## src/rtl/lockin_pkg.sv

```systemverilog
// Shared types and default widths for the lock-in chopper/integrator path.
package lockin_pkg;

  typedef enum logic {
    ST_IDLE = 1'b0,
    ST_RUN  = 1'b1
  } state_e;

  localparam int DEF_DATA_W = 14;
  localparam int DEF_HALF_W = 16;
  localparam int DEF_NCYC_W = 8;
  localparam int DEF_ACC_W  = 32;

  // Shortest half-period that still leaves a distinct first and last cycle.
  localparam int MIN_HALF   = 2;

endpackage

```

## src/rtl/chopper_sequencer_phase_gen.sv

```systemverilog
// Chopper timebase: phase counter within a half, period counter, chopper toggle.
// All outputs derive from registered state so they move together with busy.
module chopper_phase_gen
  import lockin_pkg::*;
#(
  parameter int HALF_W = DEF_HALF_W,
  parameter int NCYC_W = DEF_NCYC_W
) (
  input  logic              clk_in,
  input  logic              rst_in,
  input  logic              running_i,
  input  logic              run_next_i,
  input  logic [HALF_W-1:0] half_i,
  input  logic [HALF_W-1:0] blank_i,
  input  logic [NCYC_W-1:0] ncyc_i,
  output logic              chopper_o,
  output logic              gate_o,
  output logic              last_cycle_o,
  output logic              period_end_o
);

  logic [HALF_W-1:0] ph_q, ph_d;
  logic [NCYC_W-1:0] per_q, per_d;
  logic              chop_q, chop_d;
  logic              half_end;
  logic              final_period;

  assign half_end     = running_i && (ph_q == (half_i - HALF_W'(1)));
  // Level: currently in the low half of the last period of the integration.
  assign final_period = running_i && !chop_q && (per_q == (ncyc_i - NCYC_W'(1)));

  always_comb begin
    ph_d   = ph_q;
    per_d  = per_q;
    chop_d = chop_q;
    if (!run_next_i) begin
      ph_d   = '0;
      per_d  = '0;
      chop_d = 1'b0;
    end else if (!running_i) begin
      ph_d   = '0;
      per_d  = '0;
      chop_d = 1'b1;
    end else if (half_end) begin
      ph_d   = '0;
      chop_d = ~chop_q;
      if (!chop_q) begin
        per_d = final_period ? '0 : per_q + NCYC_W'(1);
      end
    end else begin
      ph_d = ph_q + HALF_W'(1);
    end
  end

  always_ff @(posedge clk_in) begin
    if (rst_in) begin
      ph_q   <= '0;
      per_q  <= '0;
      chop_q <= 1'b0;
    end else begin
      ph_q   <= ph_d;
      per_q  <= per_d;
      chop_q <= chop_d;
    end
  end

  assign chopper_o    = chop_q;
  assign gate_o       = running_i && (ph_q >= blank_i);
  assign last_cycle_o = half_end;
  assign period_end_o = final_period;

endmodule

```

## src/rtl/chopper_sequencer.sv

```systemverilog
// Lock-in chopper sequencer: config latch, run FSM, signed integrator, result register.
//   state   | meaning
//   ST_IDLE | chopper parked low, waiting for enable_in; config latched on exit
//   ST_RUN  | chopper running, gated samples integrated over N periods
module chopper_sequencer
  import lockin_pkg::*;
#(
  parameter int DATA_W = DEF_DATA_W,
  parameter int HALF_W = DEF_HALF_W,
  parameter int NCYC_W = DEF_NCYC_W,
  parameter int ACC_W  = DEF_ACC_W
) (
  input  logic                     clk_in,
  input  logic                     rst_in,
  input  logic                     enable_in,
  input  logic [HALF_W-1:0]        half_period_in,
  input  logic [HALF_W-1:0]        blank_in,
  input  logic [NCYC_W-1:0]        ncycles_in,
  input  logic signed [DATA_W-1:0] in_sig,
  output logic                     chopper_sig,
  output logic                     gate_out,
  output logic signed [ACC_W-1:0]  out_sig,
  output logic                     out_valid,
  output logic                     busy
);

  state_e                   state_q, state_d;
  logic [HALF_W-1:0]        half_q, half_d;
  logic [HALF_W-1:0]        blank_q, blank_d;
  logic [NCYC_W-1:0]        ncyc_q, ncyc_d;
  logic signed [ACC_W-1:0]  acc_q, acc_d;
  logic signed [ACC_W-1:0]  out_q, out_d;
  logic                     valid_q, valid_d;

  logic                     running;
  logic                     chop;
  logic                     gate;
  logic                     last_cycle;
  logic                     period_end;
  logic signed [ACC_W-1:0]  samp;
  logic signed [ACC_W-1:0]  acc_sum;

  assign running = (state_q == ST_RUN);
  assign samp    = {{(ACC_W-DATA_W){in_sig[DATA_W-1]}}, in_sig};
  assign acc_sum = chop ? (acc_q + samp) : (acc_q - samp);

  chopper_phase_gen #(
    .HALF_W (HALF_W),
    .NCYC_W (NCYC_W)
  ) u_phase (
    .clk_in       (clk_in),
    .rst_in       (rst_in),
    .running_i    (running),
    .run_next_i   (state_d == ST_RUN),
    .half_i       (half_q),
    .blank_i      (blank_q),
    .ncyc_i       (ncyc_q),
    .chopper_o    (chop),
    .gate_o       (gate),
    .last_cycle_o (last_cycle),
    .period_end_o (period_end)
  );

  always_comb begin
    state_d = state_q;
    half_d  = half_q;
    blank_d = blank_q;
    ncyc_d  = ncyc_q;
    acc_d   = acc_q;
    out_d   = out_q;
    valid_d = 1'b0;
    if (state_q == ST_IDLE) begin
      if (enable_in) begin
        state_d = ST_RUN;
        half_d  = (half_period_in < HALF_W'(MIN_HALF)) ? HALF_W'(MIN_HALF) : half_period_in;
        blank_d = blank_in;
        ncyc_d  = (ncycles_in == '0) ? NCYC_W'(1) : ncycles_in;
        acc_d   = '0;
      end
    end else begin
      if (gate) begin
        acc_d = acc_sum;
      end
      // Commit includes this cycle's sample; the result survives an enable drop here.
      if (last_cycle && period_end) begin
        out_d   = acc_d;
        valid_d = 1'b1;
        acc_d   = '0;
      end
      if (!enable_in) begin
        state_d = ST_IDLE;
        acc_d   = '0;
      end
    end
  end

  always_ff @(posedge clk_in) begin
    if (rst_in) begin
      state_q <= ST_IDLE;
      half_q  <= HALF_W'(MIN_HALF);
      blank_q <= '0;
      ncyc_q  <= NCYC_W'(1);
      acc_q   <= '0;
      out_q   <= '0;
      valid_q <= 1'b0;
    end else begin
      state_q <= state_d;
      half_q  <= half_d;
      blank_q <= blank_d;
      ncyc_q  <= ncyc_d;
      acc_q   <= acc_d;
      out_q   <= out_d;
      valid_q <= valid_d;
    end
  end

  assign chopper_sig = chop;
  assign gate_out    = gate;
  assign busy        = running;
  assign out_sig     = out_q;
  assign out_valid   = valid_q;

endmodule

```

## config.mk

```make
export PLATFORM = sky130hd
export DESIGN_NAME = chopper_sequencer
export DESIGN_NICKNAME = d
export VERILOG_FILES = /design/src/rtl/lockin_pkg.sv /design/src/rtl/chopper_sequencer_phase_gen.sv /design/src/rtl/chopper_sequencer.sv
export SDC_FILE = /design/constraint.sdc
export NUM_CORES = 1
export LEC_CHECK = 0
export CAP_MARGIN = 20
export CELL_PAD_IN_SITES_DETAIL_PLACEMENT = 2
export CELL_PAD_IN_SITES_GLOBAL_PLACEMENT = 2
export CORE_MARGIN = 2
export CORE_UTILIZATION = 34
export CTS_CLUSTER_DIAMETER = 50
export DETAILED_ROUTE_END_ITERATION = 10
export GPL_ROUTABILITY_DRIVEN = 0
export GPL_TIMING_DRIVEN = 1
export PLACE_DENSITY = 0.81
export SYNTH_ARGS = -nofsm -noshare
export SYNTH_HDL_FRONTEND = slang
export SYNTH_SLANG_ARGS = --single-unit
export TNS_END_PERCENT = 1
```

## constraint.sdc

```tcl
create_clock -name clk_in -period 5.3 [get_ports clk_in]
set_input_delay 0.795 -clock clk_in [delete_from_list [all_inputs] [get_ports clk_in]]
set_output_delay 0.795 -clock clk_in [all_outputs]
set_load 0.03 [all_outputs]
```

-- Word level (Yosys, flattened, before mapping)
Cells that the tools add are included.
- $add $sub $neg: 6
- magnitude comparators: 2
- equality and inequality tests: 3
- muxes and demuxes: 13
- reductions and logical operators: 15
- bitwise gates (word level): 3
- operators with widths (kind ; number):
    2-to-1 mux 32 bit ; 6
    adder 32 x 14 -> 32 bit ; 1
    subtractor 32 x 14 -> 32 bit ; 1
    adder 16 x 1 -> 16 bit (second input constant) ; 1
    == test 16 bit ; 1
    greater-or-equal comparator 16 bit ; 1
    less-than comparator 16 x 2 -> 1 bit (second input constant) ; 1
    2-to-1 mux 16 bit ; 1
    2-to-1 mux 8 bit ; 2
    subtractor 16 x 1 -> 16 bit (second input constant) ; 1
    adder 8 x 1 -> 8 bit (second input constant) ; 1
    == test 8 bit ; 1
    logical NOT 8 bit ; 1
    subtractor 8 x 1 -> 8 bit (second input constant) ; 1
    AND reduction 2 bit ; 3
    logical AND 1 bit ; 5
    2-to-1 mux 1 bit ; 4
    OR reduction 2 bit ; 2
    OR reduction 4 bit ; 1
    inverter 1 bit ; 3
    OR reduction 3 bit ; 1
    inequality test 2 x 1 -> 1 bit (second input constant) ; 1
    nonzero test 2 bit ; 1
    logical NOT 1 bit ; 1
- logic and storage cells: 52
- flip-flop bits (word level): 131

-- Longest topological paths before layout
- depth after elaboration: 7
- gate-level depth with buffers: 18
- gate-level depth less buffers: 17

-- Cells and area by module
Synthesis repeated with hierarchy kept, for this count alone.
- cell total of the unflattened synthesis: 1115
- area total of the unflattened synthesis: 8794.7 um^2
- by module, submodules not included (module ; area an instance (um^2) ; cells an instance ; instances ; seq. area each (um^2)):
    chopper_sequencer ; 6221.0 ; 781 ; 1 ; 2122.0
    chopper_phase_gen ; 2573.7 ; 334 ; 1 ; 500.5

-- Worst setup path before layout
Ideal clock, no wire load.
- kind: input -> register
- start: input port in_sig[4]
- end: register out_q[24] (netlist: out_sig[24])
- arrival: 4.504 ns
- cell stages on the path: 17
- path slack: 0.705 ns
- buffers on the path: 1
- setup time: 0.091 ns
- cell sequence: or3_1 nor4_1 and2_1 clkbuf_1 nand2_1 ha_1 a21oi_1 ha_1 a21oi_1 o21a_1 o21ai_0 o31ai_1 a211oi_1 or4b_2 nand3_1 nand2_1 a311oi_1
- word-level cells in the longest chain between the ends: 3
- elaborated cells on any way between the ends: 4
- classes of those cells: add/sub: 2; mux: 2
- RTL lines (element ; RTL line ; source):
    start, declared ; chopper_sequencer.sv:19 ; input logic signed [DATA_W-1:0] in_sig,
    subtractor 32 x 14 -> 32 bit or adder 32 x 14 -> 32 bit (tied branches) ; chopper_sequencer.sv:45 ; assign acc_sum = chop ? (acc_q + samp) : (acc_q - samp);
    2-to-1 mux 32 bit * ; chopper_sequencer.sv:45 ;
    2-to-1 mux 32 bit * ; chopper_sequencer.sv:81 ; if (gate) begin
    end signal, assigned ; chopper_sequencer.sv:112 ; out_q <= out_d;
    end, declared ; chopper_sequencer.sv:32 ; logic signed [ACC_W-1:0] out_q, out_d;
Mark *: on every way between the ends. The rest lies on a longest branch, timed or not.
A chain may end at the register's enable or synchronous reset.

-- Final worst setup path
- start: input port in_sig[2]
- end: register out_q[29] (netlist: out_sig[29])
Same word-level chain as after synthesis.

==> reports/results.txt <==
Status - finished clean
Via count - 8411
DRT iter0 DRCs - 344
Hold path depth - 2
ANT cells - 0
Area of the multi-input gates - 5530 sq um
Clock sink count - 131
Area Overhead vs Synth - 22.0%
Place WS - -0.0842 ns
Reg2Reg Depth - 12
Vias in the first global route - 9318
Tightest Pin Transition - 0.945 ns
Synth cell types - 65
Async SR Flop Fraction - 0
Clk root buf - clkbuf_16
# hold bufs at CTS - 0
Synthesis-stage register bit count - 131
I/O Buffers - 92
Worst Hold Class - flip-flop to flip-flop
Avg Cell Area, Syn - 7.77 sq um
Die Y - 163 um
Metal-1 WL - 13700 um
# fillers - 2830
Post-synthesis net count - 1222
Largest net degree at the start of global routing - 70
# DRC - 0
Synth Flop Type - dfxtp_1
GRT Util Overall - 0.237
Endpoints failing setup - 0
Average wire per standard cell - 20.4 um
Worst-Skew Late Latency - 0.43 ns
Grt ovf - 0
Site row count - 58
Sequential area share after synthesis - 0.305
Hold Fails Final Rpt - 0
Synth warn - 0
Detailed Route WL - 31000 um
Max Cap Viol - 0
Total Nets Final - 1298
Tcrit/Tclk final - 0.950
Vias per cell - 5.52
ANT nets after route - 0
Top layer in use - met4
Initial Util - 0.344
Slew Viols, Final - 0
Synthesized cell area - 8590 sq um
Post-Syn Instances - 1105
Number of flops mapped to enable cells by yosys - 0
CTS tree - done
Core ar. - 25000 sq um
Cts bufs inserted - 17
Worst hold slack - 0.454 ns
Initial antenna violation count - 0
Worst-path fanout max - 5
Power per cell area - 256 nW/um^2
Arrival time worst endpoint - 5.35 ns
Min cycle time layout - 5.04 ns
Maximum buffer depth of the clock tree - 2
Critical Path Sink Type - flip-flop
Max_slew headroom - 0.367
Detailed route wirelength on metal2 - 15600 um
Critical Path Source Type - input port
Clk slew on worst S/H paths - 0.06 ns
Met3 wire length - 1080 um
Clock Skew - 0.0105 ns
Placed wire-length estimate - 22000 um
CP Data Required Time - 5.61 ns
First-pass GRT wire length - 49800 um
Full die area - 26600 sq um
Leakage - 4.02 nW
Final setup margin - 0.264 ns
DRT Pass-1 Iters - 5
I/O pins - 93
H-tree depth - 4
Share of layout cells above drive strength 1 - 0.0754
Type of the worst setup path - input port to flip-flop
Die width - 163 um
RSZ-0062 raised after global routing - false
VDD IR max - 211 uV
Maximum clock rate - 199 MHz
Storage element area - 2620 sq um
-- state kept, by name (all words and copies together) (netlist names) --
| register | cells |
|---|---|
| u_phase.per_q | 8 |
| u_phase.chopper_o | 1 |
| busy | 1 |
| out_valid | 1 |
| out_sig | 32 |
| acc_q | 32 |
| u_phase.ph_q | 16 |
| ncyc_q | 8 |
| half_q | 16 |
| blank_q | 16 |
-- per-layer routing --
layer | track usage | up-vias
li1 | - | 4035
met5 | 0 | -
met3 | 0.0428 | 39
met4 | 0.0720 | 0
met2 | 0.429 | 148
met1 | 0.284 | 4189
-- cells by family after synthesis --
logic type	after synthesis	synth area share
compound gates	280	0.207
xor+xnor	87	0.0887
fa+ha+maj	60	0.0883
buf+inv	112	0.0520
flops	131	0.305
mux	28	0.0355
simple gates	407	0.223
-- power by group --
| group | internal [mW] | switching (mW) |
|---|---|---|
| clock network | 0.800 | 0.468 |
| logic | 0.159 | 0.230 |
| registers | 1.00 | 0.0256 |
-- cell usage in the layout, fill, tap and decap left out, types with 17 or more instances in the layout --
cell and count:
nand2_1 155, dfxtp_1 131, a21oi_1 109, nor2_1 106, clkdlybuf4s50_1 91, ha_1 59
inv_1 52, xnor2_1 45, xor2_1 42, o21ai_0 38, a22oi_1 31, nand3_1 26
buf_4 24, mux2_2 20, nor3_1 19, a21o_1 18, clkbuf_16 17
-- stage by stage --
stage	std cells	power, mW	utilization	TNS (ns)	instance area (sq um)
4_1_cts	1523	2.72	0.420	0	10500
5_1_grt	1523	2.80	0.420	0	10500
2_1_floorplan	1105	1.29	-	0	8590
3_3_place_gp	1492	1.42	0.395	0	9850
6_report	1523	2.69	0.420	0	10500
3_5_place_dp	1492	1.43	0.395	-0.116	9850
-- worst max-delay path, cell delays in order --
cell	delay [ns]
clkdlybuf4s50_1	0.50
or3_1	0.43
nor4_1	0.29
and2_1	0.28
nand2_1	0.09
ha_1	0.29
a21oi_1	0.19
ha_1	0.31
a21oi_1	0.22
buf_4	0.14
nor4b_1	0.23
a21oi_1	0.20
a211o_1	0.35
a211oi_1	0.45
o31ai_1	0.16
xor2_1	0.17
o31a_1	0.25
-- synthesized netlist by cell type (7+ instances only) --
library cell,instances,share of area
a211o_1,7,0.0071
a211oi_1,15,0.013
a21o_1,18,0.016
a21oi_1,109,0.064
a22oi_1,31,0.027
a31oi_1,8,0.0058
and3_1,10,0.0073
buf_1,9,0.0039
buf_2,9,0.0052
clkbuf_1,37,0.016
dfxtp_1,131,0.31
ha_1,59,0.086
inv_1,52,0.023
mux2_2,20,0.026
mux2i_1,8,0.0093
nand2_1,155,0.068
nand2b_1,14,0.010
nand3_1,26,0.015
nand3b_1,11,0.0096
nand4_1,15,0.011
nor2_1,106,0.046
nor3_1,19,0.011
nor4_1,12,0.0087
o211ai_1,7,0.0061
o21a_1,8,0.0070
o21ai_0,38,0.022
o31ai_1,8,0.0070
or3_1,7,0.0051
xnor2_1,45,0.046
xor2_1,42,0.043
-- path summary, 6_finish.rpt --
| path | start | to | slack [ns] |
|---|---|---|---|
| hold / removal | out_sig[7] | out_sig[7] | 0.45 |
| setup reg to reg | u_phase.chopper_o | acc_q[31] | 0.91 |
| setup / recovery | in_sig[2] | out_sig[29] | 0.26 |
| hold reg to reg | out_sig[7] | out_sig[7] | 0.45 |
-- layout make-up --
cell class                 count  area share
clock buffer                  23      0.0475
sequential                   131       0.250
tap                          330      0.0394
inverter                      54      0.0193
multi-input combinational    862       0.528
timing repair buffer         115       0.104
clock inverter                 8      0.0118
-- what timing repair did --
item,CTS,global route
resized for setup,0,1
setup endpoints to repair,0,1
setup buffers,0,0
No activity file was read; power rests on OpenSTA's default activity.
==> variant 1: new RTL, config.mk and constraints unchanged <==
Register the outputs `chopper_sig`, `gate_out` and `busy`; this adds one clock of latency there. The other outputs are not delayed to match. Comments in the files are not updated.
--- a/src/rtl/chopper_sequencer.sv
+++ b/src/rtl/chopper_sequencer.sv
@@ -114,9 +114,11 @@
     end
   end
 
-  assign chopper_sig = chop;
-  assign gate_out    = gate;
-  assign busy        = running;
+  always_ff @(posedge clk_in) begin
+    chopper_sig <= chop;
+    gate_out    <= gate;
+    busy        <= running;
+  end
   assign out_sig     = out_q;
   assign out_valid   = valid_q;
 
Check against the original RTL: not equivalent (a bounded check fails within 4 cycles, from zero or initial values and one cycle with rst_in high).
==> variant 1 against the original RTL <==
Worst setup slack got worse by 54 ps; routed wire length grew 0.98%; register-to-register slack lost 140 ps; sequential cell count rose by 3; total power grew 3.6%; critical path depth is 4 higher; synthesized area shrank 0.87%; synthesized cell count shrank 0.45%; largest power group unchanged; cell area is 1.6% higher.
==> variant 1: results <==
set metrics [dict create \
    antenna_found_initial 0 \
    cts-root-buf "clkbuf_16" \
    grt_use_total 0.244 \
    p_switching_uw 814 \
    cp_top_family "simple AND/OR/NAND/NOR gates" \
    cp_slowest_cell "clkdlybuf4s50_1" \
    fin_nets 1320 \
    path_max_fanout 5 \
    pre_cts_ws_ps -167 \
    ys_async_sr_fraction 0 \
    max_stage_delay_ps 510 \
    insertion_delay_ps 450 \
    synth_edf_count 0 \
    leakagePower_uw 0.00424 \
    drt_iter0_markers 323 \
    drive_gt1_frac 0.0896 \
    ys_types 71 \
    antenna_cells 0 \
    grt_max_degree 65 \
    postPlaceCellArea_um2 9990 \
    io_buffer_count 92 \
    ys_seq_area_frac 0.315 \
    final.setup_skew_ps 19.5 \
    drt_pass1_iterations 5 \
    slew_headroom 0.250 \
    grt_pass1_wl_um 50600 \
    cts_max_level 4 \
    clk_pin_slew_ps 60 \
    yosys_warnings 0 \
    first_global_vias 9290 \
    synth_cells 1100 \
    vias 8456 \
    ys_top_cells_by_count "150 x nand2_1, 134 x dfxtp_1, 133 x nor2_1, 105 x a21oi_1, 59 x ha_1" \
    totalWireLength_um 31300 \
    syn_nets 1217 \
    clockBufferDepth 2 \
    cts_made_buffers 17 \
    timing.final.hold_violations 0 \
    ir_drop_mv 0.121 \
    dp_cells 1507 \
    yosys-top-cells-area "dfxtp_1 32%, ha_1 8.7%, nand2_1 6.6%, a21oi_1 6.2%, nor2_1 5.9%" \
    status "completed" \
    hp-class "flip-flop to flip-flop" \
    slew_viol_final 0 \
    hpwl_um 22700 \
    fin_cells 1540 \
    arrival_ps 5420 \
]
[variant 1: cell types whose count changed in the layout (fill, tap and decap cells not counted), moves of 9 or more]
cell      before  now
a21o_1        18   29
nand2b_1      14    5
inv_1         52   39
mux2_2        20    1
nor2_1       106  132
buf_4         24   50
mux2i_1        8   20
[variant 1: timing repair]
item,4_1_cts,5_1_grt
resized for setup,0,3
endpoints found under the setup margin,0,4
buffers inserted,0,0
[variant 1: metrics by stage]
step	setup TNS [ps]	util	power [µW]	hold slack [ps]
2_1_floorplan	0	-	1310	329
3_3_place_gp	0	0.409	1460	446
3_5_place_dp	-388	0.409	1470	455
4_1_cts	0	0.434	2800	464
5_1_grt	-0.0573	0.435	2900	489
6_report	0	0.435	2780	458
[variant 1: path summary, 6_finish.rpt]
kind / start / endpoint / slack, ps / cells after the start
max: in_sig[0] / out_sig[31] / 210 / 21
min: blank_q[6] / blank_q[6] / 460 / 2
max reg2reg: half_q[1] / acc_q[4] / 770 / 13
min reg2reg: blank_q[6] / blank_q[6] / 460 / 2
[variant 1: area by class of cell]
class / instances / area [µm²]
sequential: 134 / 2680
inverter: 41 / 154
clock inverter: 14 / 188
clock buffer: 18 / 439
tap: 324 / 405
timing repair buffer: 141 / 1290
multi-input combinational: 868 / 5490
fill: 2780 / 13800
[variant 1: power groups by stage]
stage | clock (µW) | combinational, µW | sequential, µW
after global routing | 1390 | 452 | 1050
after CTS | 1340 | 411 | 1050
after detailed placement | 0 | 402 | 1070
after global placement | 0 | 384 | 1070
after floorplan | 0 | 241 | 1070
final | 1320 | 411 | 1050
[variant 1: logic make-up (layout without fill, tap and decap cells)]
| group | count (synthesis) | after routing | synth area share |
|---|---|---|---|
| compound gates | 276 | 276 | 0.207 |
| fa+ha+maj | 60 | 60 | 0.0890 |
| mux | 21 | 21 | 0.0248 |
| buf+inv | 98 | 214 | 0.0438 |
| xor+xnor | 92 | 92 | 0.0946 |
| simple gates | 419 | 419 | 0.226 |
| flops | 134 | 134 | 0.315 |
[variant 1: worst register-to-register path, cell delays in order, from the launching register on]
cell	delay, ps
dfxtp_1	340
inv_1	100
ha_1	340
or4b_1	620
a2111o_1	400
a2111oi_0	690
nand3_1	300
nor4b_4	290
buf_4	330
or2_1	200
o22ai_1	180
buf_4	260
a22oi_1	230
nor2_1	90
[variant 1: routing by layer]
metal,wire (µm),vias to the layer above,global-route usage
li1,-,4037,-
met1,13600,4273,0.282
met2,16500,111,0.462
met3,772,35,0.0414
met4,468,0,0.0628
met5,0,-,0
==> variant 2: new RTL, config.mk and constraints unchanged <==
Made on the original files. Set the package constant `DEF_NCYC_W` to 10 (it was 8).
--- a/src/rtl/lockin_pkg.sv
+++ b/src/rtl/lockin_pkg.sv
@@ -8,7 +8,7 @@
 
   localparam int DEF_DATA_W = 14;
   localparam int DEF_HALF_W = 16;
-  localparam int DEF_NCYC_W = 8;
+  localparam int DEF_NCYC_W = 10;
   localparam int DEF_ACC_W  = 32;
 
   // Shortest half-period that still leaves a distinct first and last cycle.
Ports: changed (resized ncycles_in); port bits go from 93 to 95. No check against the original RTL was run, so the function may have changed too.
==> variant 2 against the original RTL <==
Routed wire length is 11% higher; cell area is 5.5% higher; final cell count is 4.3% higher; clock skew is 0.67 ps higher; largest power group unchanged; sequential cell count is 4 higher; via count is 8.3% higher; critical endpoint is now out_sig[30]; total power is 3.7% higher; worst setup slack better by 74 ps; critical path depth is 1 higher; synthesized area is 4.7% higher; largest cell class unchanged; first-iteration DRC count is 36% higher; global-route usage is 1.0 points higher; die area is 4.5% higher.
==> variant 2: results <==
set metrics [dict create \
    dp_cells 1555 \
    syn_avg_cell_area_um2 7.85 \
    drive_gt1_frac 0.0878 \
    clk_pin_slew_ps 60 \
    dr_wl_met3_um 1100 \
    fin_nets 1359 \
    synthAdderAreaFrac 0.0843 \
    first_global_vias 10100 \
    worst_slew_pin_slew_ps 802 \
    max_stage_delay_ps 470 \
    status "completed" \
    combPwrFrac 0.153 \
    ys_types 71 \
    arrival_ps 5300 \
    dr_wl_met2_um 17400 \
    grt_use_total 0.247 \
    routedLengthMet1_um 15200 \
    p_int_uw 1970 \
    vias 9109 \
    syn_nets 1265 \
    fin_crit_ps 4960 \
    ys_seq_area_frac 0.301 \
    cp_slowest_cell "or4_1" \
    leakagePower_uw 0.00426 \
    use_met2 0.447 \
    io_buffer_count 94 \
    drt_iter0_markers 467 \
    synth_xor_area_frac 0.0834 \
    grt_pass1_wl_um 55300 \
    ir_drop_mv 0.187 \
    postPlaceCellArea_um2 10400 \
    path_max_fanout 4 \
    hpwl_um 24600 \
    final.setup_skew_ps 11.2 \
    pg_comb_uw 427 \
    fin_cells 1588 \
    powerSeq_uw 1070 \
    met3_usage 0.0354 \
    r2r_setup_slack_ps 850 \
    grt_max_degree 66 \
    holdWs_ps 458 \
]
variant 2: changes by cell type in the layout (fill, tap and decap cells not counted), sizes merged, moves of 9 or more:
| cell | delta |
|---|---|
| buf | +17 |
| nand3b | -10 |
| a21boi | +9 |
| mux2 | -10 |
| nand2 | -16 |
| mux2i | +18 |
| a21oi | -13 |
| nor3 | +11 |
| a22oi | -13 |
| nand3 | +9 |
| nor2 | +11 |
variant 2: area by class of cell:
cell class                 instances  area [µm²]
timing repair buffer             134        1250
fill                            2953       14900
multi-input combinational        898        5870
sequential                       135        2700
inverter                          54         203
clock buffer                      19         443
tap                              335         419
clock inverter                    13         170
variant 2: path summary, 6_finish.rpt:
path / start / depth (start not counted) / end
worst max-delay path: in_sig[8] / 18 / out_sig[30]
worst max register to register: half_q[0] / 11 / acc_q[28]
worst min register to register: out_sig[1] / 2 / out_sig[1]
worst min-delay path: out_sig[1] / 2 / out_sig[1]
